File: src/rtl/score_counter.sv
// score_counter: DIGITS-digit BCD pipe counter with edge-detected in, sync clear, async active-low reset, session high score, sticky new_high, wrap/saturate, carry pulse out, max flag and blanked 7-seg HEX
module score_counter #(
  parameter int DIGITS = 3,
  parameter int SATURATE = 0,
  parameter int BLANK_LEADING = 1
) (
  input  logic                  clk,
  input  logic                  reset,
  input  logic                  in,
  input  logic                  clear,
  output logic [4*DIGITS-1:0]   score,
  output logic [4*DIGITS-1:0]   high,
  output logic [7*DIGITS-1:0]   HEX,
  output logic                  out,
  output logic                  max,
  output logic                  new_high
);
  logic in_q, inc, wrap;
  logic [4*DIGITS-1:0] incd, nxt;
  function automatic logic [6:0] seg(input logic [3:0] d);
    case (d)
      4'd0: seg = 7'b1000000;
      4'd1: seg = 7'b1111001;
      4'd2: seg = 7'b0100100;
      4'd3: seg = 7'b0110000;
      4'd4: seg = 7'b0011001;
      4'd5: seg = 7'b0010010;
      4'd6: seg = 7'b0000010;
      4'd7: seg = 7'b1111000;
      4'd8: seg = 7'b0000000;
      4'd9: seg = 7'b0010000;
      default: seg = 7'b1000000;
    endcase
  endfunction
  always_comb begin : bcd_inc
    logic c;
    logic [3:0] d;
    c = 1'b1;
    incd = '0;
    for (int k = 0; k < DIGITS; k++) begin
      d = score[4*k+:4];
      incd[4*k+:4] = d > 4'd9 ? 4'd0 : !c ? d : d == 4'd9 ? 4'd0 : d + 4'd1;
      c = c & (d == 4'd9);
    end
    max = c;
  end
  assign inc  = in & ~in_q;
  assign wrap = ~clear & inc & max & (SATURATE == 0);
  assign nxt  = clear ? '0 : !inc ? score : !max ? incd : SATURATE != 0 ? score : '0;
  always_ff @(posedge clk or negedge reset) begin
    if (!reset) begin
      in_q     <= 1'b0;
      score    <= '0;
      high     <= '0;
      out      <= 1'b0;
      new_high <= 1'b0;
    end else begin
      in_q  <= in;
      score <= nxt;
      out   <= wrap;
      if (clear) new_high <= 1'b0;
      if (nxt > high) begin
        high     <= nxt;
        new_high <= 1'b1;
      end
    end
  end
  always_comb begin : hex_drive
    logic nz;
    logic [3:0] d;
    nz = 1'b0;
    HEX = '1;
    for (int k = DIGITS - 1; k >= 0; k--) begin
      d = score[4*k+:4];
      nz = nz | (d != 4'd0);
      HEX[7*k+:7] = (BLANK_LEADING != 0 && k != 0 && !nz) ? 7'h7f : seg(d);
    end
  end
endmodule

File: config.mk
export PLATFORM = sky130hd
export DESIGN_NAME = score_counter
export DESIGN_NICKNAME = d
export VERILOG_FILES = /design/src/rtl/score_counter.sv
export SDC_FILE = /design/constraint.sdc
export NUM_CORES = 1
export LEC_CHECK = 0
export CELL_PAD_IN_SITES_DETAIL_PLACEMENT = 0
export CELL_PAD_IN_SITES_GLOBAL_PLACEMENT = 1
export CORE_MARGIN = 1.5
export CORE_UTILIZATION = 35
export CTS_BUF_LIST = sky130_fd_sc_hd__clkbuf_8
export CTS_CLUSTER_SIZE = 8
export DETAILED_ROUTE_END_ITERATION = 8
export HOLD_SLACK_MARGIN = 0.05
export PLACE_DENSITY_LB_ADDON = 0.1
export SYNTH_ARGS = -nofsm -noshare
export SYNTH_HDL_FRONTEND = slang
export SYNTH_SLANG_ARGS = --single-unit
File: constraint.sdc
create_clock -name clk -period 3.1 [get_ports clk]
set_input_delay 0.62 -clock clk [delete_from_list [all_inputs] [get_ports clk]]
set_output_delay 0.62 -clock clk [all_outputs]
set_load 0.05 [all_outputs]
==> impl_metrics.yaml, run 1 <==
pwr:
  seqPwrFrac: 0.380
  switchingPower_mw: 0.3320
  combPwrFrac: 0.424
  vdd_drop_max_mv: 0.3733
  power_density_nw_per_um2: 287.7
  p_leak_nw: 1.589
  fin_total_pwr_mw: 0.9971
  switching_share: 0.3329
  intPower_mw: 0.6651
  power.share.clock: 0.196
clocking:
  clkLatencyLatePin_ps: 270
  cts-htree-levels: 1
  cts_buffers: 3
  clk_pin_slew_ps: 90
  cts_hold_buf: 0
  clock_path_buffers: 2
  cts.sinks: 27
  root_buffer: "clkbuf_8"
  cts_tree: "yes"
worst_setup_path:
  cpMostUsedCell: "buf_4"
  worstSetupPathType: "primary input to flip-flop"
  worstPathMaxFanout: 8
  critPathTopFamily: "buffers and inverters"
  slowest_stage: "clkdlybuf4s50_1"
  crit_arrival_ps: 3420
  start_kind: "primary input"
  slowest_delay_ps: 590
  cp_data_required_time_ps: 3260
  worst-path-buf-inv: 4
  endpoint_kind: "flip-flop"
  path_cells: "clkdlybuf4s50_1 > buf_4 > a311oi_1 > buf_4 > ha_1 > a21oi_2 > a311oi_2 > a2111oi_4 > nor2_4 > buf_12 > mux2_4"
floorplanning:
  die_w_um: 80.31
  die_y_um: 80.31
  coreArea_um2: 5642
  row_count: 27
  initial_core_util: 0.3708
  pin_count: 52
  die-area_um2: 6450
global_routing:
  antenna_found_initial: 0
  grt_use_total: 0.1841
  grt-ovfl-total: 0
  grt_pass1_wl_mm: 9.342
  grt_pass1_vias: 2037
  grt_max_degree: 28
logic_synthesis:
  synth.top_cell.area_share: 0.3230
  netlist_top_cells_area: "dfrtp_1 (32%), ha_1 (16%), mux2_4 (7.2%)"
  synthArstFlopShare: 1.000
  synth_cells: 224
  synth_edf_count: 0
  syn_nets: 254
  synthFlopType: "dfrtp_1"
  netlist_area_um2: 2092
  syn_area_per_cell_um2: 9.339
  ys_seq_elements: 27
  yosys.area.top_type: "dfrtp_1"
  yosysWarnings: 0
  synth.distinct_cells: 48
  ys_seq_area_frac: 0.3230
sta:
  rsz0062_at_grt: "true"
  report.final.slew_viol_count: 0
  setup_slack_ps: -159.3
  maxSlewHeadroom: 0.6617
  period_needed_ps: 3259
  setup_violations: 12
  fin_crit_sh: 1.051
  tns_ps: -1718
  finClkSkew_ps: 4.852
  report.final.hold_viol_count: 0
  fmax_mhz: 306.8
  worstMarginPinSlew_ps: 505.9
layout:
  nFillCells: 507
  nets: 385
  multiInputGateArea_um2: 1391
  layout_common_cells: "buf_4 (82), clkdlybuf4s50_1 (44), ha_1 (23)"
  diodes: 0
  drive_above_1_share: 0.3842
  syn2layout_area_growth_pct: 65.67
  layout_commonest_cell: "buf_4"
  register_area_um2: 683.2
route:
  drc: 0
  via_per_inst: 4.946
  wl_per_cell_um: 13.59
  num_vias: 2107
  firstDrtPassIters: 4
  drt-initial-drc-count: 35
  ant_nets: 0
  wl_mm: 5.788
flow_run:
  drv_cap: 0
outcome:
  status: "finished with violations"
  violations: "negative setup slack"
place:
  routabilityCongestion: 0.8159
  hpwl_mm: 4.283
  numPortBuffers: 51
  preCtsSetupSlack_ps: -964.9
worst_hold_path:
  min_path_type: "flip-flop to flip-flop"
-- repair_timing --
action	4_1_cts	5_1_grt
setup buffers	10	5
setup endpoints to repair	13	16
gates resized for setup	18	11
pin swaps	16	10
-- cell type report --
type / count / area share
inverters: 22 / 0.02527
flip-flops and latches: 27 / 0.1971
clock inverters: 1 / 0.001083
well taps: 72 / 0.02599
repair buffers: 136 / 0.3372
multi-input cells: 165 / 0.4014
clock buffers: 3 / 0.01191
-- cells by family (layout without fill, tap and decap cells) --
kind of cell,count (synthesis),after routing,synth area share
buffers and inverters,32,162,0.06519
AOI/OAI and AO/OA,48,48,0.1657
muxes,17,17,0.1065
and+or+nand+nor,72,72,0.1758
DFF,27,27,0.3230
adders and majority gates,26,26,0.1555
xor gates and xnor gates,2,2,0.008375
-- final timing paths --
kind	start	cells after the start	slack (ps)	endpoint
min	high[10]	1	540	high[10]
min reg2reg	high[10]	1	540	high[10]
min in group asynchronous	reset	2	710	high[0]
max in group asynchronous	reset	2	2110	score[9]
max	clear	11	-160	high[11]
max reg2reg	score[0]	13	-120	high[11]
-- cells in the mapped netlist, types with 3 or more instances --
cell / count
nor2_1: 20
dfrtp_1: 27
nor3_1: 8
ha_1: 26
mux2_4: 10
nand4_1: 5
o21ai_0: 11
mux2i_1: 5
clkbuf_1: 5
nand2_1: 14
a211oi_1: 3
a21oi_1: 13
inv_1: 22
nand2b_1: 3
nand3_1: 7
-- through the flow --
| stage | std cells | utilization | cell area, um^2 | hold WS (ps) |
|---|---|---|---|---|
| finish | 426 | 0.6143 | 3466 | 541.5 |
| floorplan | 224 | - | 2138 | 324.4 |
| detailed placement | 408 | 0.5704 | 3218 | 528.6 |
| global route | 426 | 0.6143 | 3466 | 564.1 |
| global placement | 408 | 0.5704 | 3218 | 519.7 |
| CTS | 422 | 0.6026 | 3400 | 551.6 |
-- flip-flops by register name (all words and copies together), names as in the netlist --
signal / flops
new_high: 1
in_q: 1
out: 1
high: 12
score: 12
-- power groups by stage --
stage | combinational (mW) | sequential [mW] | clock (mW)
floorplan | 0.196 | 0.439 | 0
global placement | 0.348 | 0.386 | 0
detailed placement | 0.349 | 0.386 | 0
CTS | 0.411 | 0.380 | 0.203
global route | 0.447 | 0.383 | 0.218
finish | 0.423 | 0.379 | 0.195
-- layer usage --
metal | share of wire | GRT usage
met1 | 0.45 | 0.2383
met2 | 0.50 | 0.3227
met3 | 0.032 | 0.01705
met4 | 0.021 | 0.05517
met5 | 0 | 0
-- worst reg2reg max path, cell delays in order, from the launching register on --
cell       delay (ps)
dfrtp_2           450
inv_2              90
ha_4              120
or3b_4            410
a21oi_4           170
a21oi_2            70
a311oi_2          290
ha_1              320
nand4b_1          130
a311oi_2          120
a2111oi_4         420
nor2_4             80
buf_12            160
mux2_4            290
No activity file was read; power rests on OpenSTA's default activity.
==> inputs of run 2 (changes only) <==
CORE_MARGIN = not set   (was 1.5)
==> run 2 against run 1 <==
The run still ends with negative setup slack left. Hold slack better by 5.3 ps. Global-route usage increased by 0.15 points. Power is 0.85% lower. Sequential share of layout area fell by 0.23 points. Clock skew up 2.2 ps. Sequential cell count is the same. Core utilization increased by 0.71 points. Clock power grew 3%. Critical path type is now flip-flop to flip-flop. Largest cell class unchanged.
==> impl_metrics.yaml, run 2 (synthesis gave the netlist of run 1 again) <==
sta:
  finClkSkew_ps: 7.101
  report.final.hold_viol_count: 0
  fmax_mhz: 307.6
  setup_slack_ps: -151.0
  report.final.slew_viol_count: 0
  fin_crit_sh: 1.049
  setup_violations: 12
  rsz0062_at_grt: "true"
  worstMarginPinSlew_ps: 506.8
  maxSlewHeadroom: 0.6611
  period_needed_ps: 3251
worst_setup_path:
  worstSetupPathType: "flip-flop to flip-flop"
  cp_num_cells: 13
  ff2ff_path_depth: 13
  cp_data_required_time_ps: 3260
  worstPathMaxFanout: 6
  critPathTopFamily: "simple AND/OR/NAND/NOR gates"
  crit_arrival_ps: 3410
  endpoint_kind: "flip-flop"
  start_kind: "flip-flop"
  slowest_delay_ps: 500
  slowest_stage: "or4b_4"
  path_cells: "inv_2 > ha_4 > nor2_4 > o211a_4 > or4b_4 > o41ai_4 > ha_1 > nand4_1 > a311oi_2 > a2111oi_4 > buf_4 > nor2_4 > mux2_4"
  worst-path-buf-inv: 2
  cpMostUsedCell: "nor2_4"
outcome:
  status: "finished with violations"
  violations: "negative setup slack"
layout:
  fin_area_um2: 3506
  diodes: 0
  layout_common_cells: "buf_4 (84), clkdlybuf4s50_1 (48), ha_1 (21), dfrtp_1 (21), inv_1 (19)"
  largest_registers: "high (12), score (12)"
  nets: 385
  final-instance-count-excl-fill: 426
  syn2layout_area_growth_pct: 67.58
  layout_commonest_cell: "buf_4"
  drive_above_1_share: 0.3955
clocking:
  cts_tree: "yes"
  clkLatencyLatePin_ps: 270
  clk_pin_slew_ps: 100
  cts_buffers: 3
  cts-htree-levels: 1
  clock_path_buffers: 2
  cts_hold_buf: 0
  root_buffer: "clkbuf_8"
  cts.sinks: 27
global_routing:
  met3_usage: 0.01609
  grt_pass1_wl_mm: 9.321
  grt_max_degree: 28
  grt-ovfl-total: 0
  grt_use_total: 0.1857
  grtUsageMet1: 0.2502
  grtUsageMet2: 0.3155
  antenna_found_initial: 0
  busiest_layer: "met2"
  grt_pass1_vias: 2054
floorplanning:
  initial_core_util: 0.3708
  die_w_um: 79.31
  pin_count: 52
  coreArea_um2: 5642
  die_y_um: 79.31
  row_count: 27
  die-area_um2: 6290
place:
  placed_cell_area_um2: 3226
  numPortBuffers: 51
  dp_cells: 409
  hpwl_mm: 4.291
  routabilityCongestion: 0.8243
route:
  wl_per_cell_um: 13.47
  ant_nets: 0
  drt-initial-drc-count: 54
  wl_mm: 5.738
  num_vias: 2114
  firstDrtPassIters: 4
  via_per_inst: 4.962
  drc: 0
worst_hold_path:
  min_path_type: "flip-flop to flip-flop"
  hold-path-cell-count: 2
pwr:
  p_leak_nw: 1.608
  vdd_drop_max_mv: 0.4311
  power_density_nw_per_um2: 282.0
flow_run:
  drv_cap: 0
run 2: changes by cell type in the layout (fill, tap and decap cells not counted), sizes merged:
cell / before / now
buf: 85 / 84
nor2: 21 / 22
dlymetal6s2s: 2 / 1
dlygate4sd2: 4 / 2
clkdlybuf4s50: 44 / 48
clkdlybuf4s15: 1 / 0
run 2: report_power, final:
| group | switching, mW | total [mW] | internal (mW) |
|---|---|---|---|
| clock | 0.111 | 0.200 | 0.0889 |
| combinational | 0.222 | 0.409 | 0.187 |
| sequential | 0.0115 | 0.379 | 0.368 |
run 2: worst paths after layout:
kind,startpoint,end,slack [ps]
max,score[4],high[11],-150
max in group asynchronous,reset,score[9],2110
min in group asynchronous,reset,high[0],710
min,new_high,new_high,550
min reg2reg,new_high,new_high,550
max reg2reg,score[4],high[11],-150
run 2: metal layers:
layer / routed length [um] / share of wire
met1: 2684 / 0.47
met2: 2789 / 0.49
met3: 181 / 0.032
met4: 82 / 0.014
met5: 0 / 0
run 2: area by class of cell:
class	instances	area, um^2
fill	482	2136
tap	72	90.09
clock buffer	3	41.29
sequential	27	683.2
multi-input combinational	166	1459
timing repair buffer	135	1141
inverter	22	87.58
clock inverter	1	3.754
run 2: repair_timing:
item,4_1_cts,5_1_grt
cloned,1,0
hold endpoints to repair,0,0
pin swaps,10,11
resized for setup,17,16
setup endpoints to repair,13,14
buffers inserted,6,8
run 2: metrics by stage:
stage	power (mW)	hold WS [ps]	utilization	setup slack, ps	TNS, ps
2_1_floorplan	0.6346	324.4	-	-131.0	-1310
3_3_place_gp	0.7338	517.9	0.5717	-958.1	-11310
3_5_place_dp	0.7355	529.7	0.5717	-1016	-11840
4_1_cts	0.9835	553.5	0.5984	-131.3	-1377
5_1_grt	1.035	570.6	0.6214	-241.4	-2921
6_report	0.9886	546.8	0.6214	-151.0	-1662
run 2: worst reg2reg max path, delay by kind of cell (launching register included):
family | cells | cell delay (ps)
flops | 1 | 460
mux | 1 | 330
compound gates | 4 | 750
fa+ha+maj | 2 | 400
simple gates | 4 | 950
buf+inv | 2 | 240
==> inputs of run 3 (changes only) <==
CAP_MARGIN = 20   (was not set)
==> results of run 3 <==
No change in the layout: final DEF, timing and power equal those of run 2.
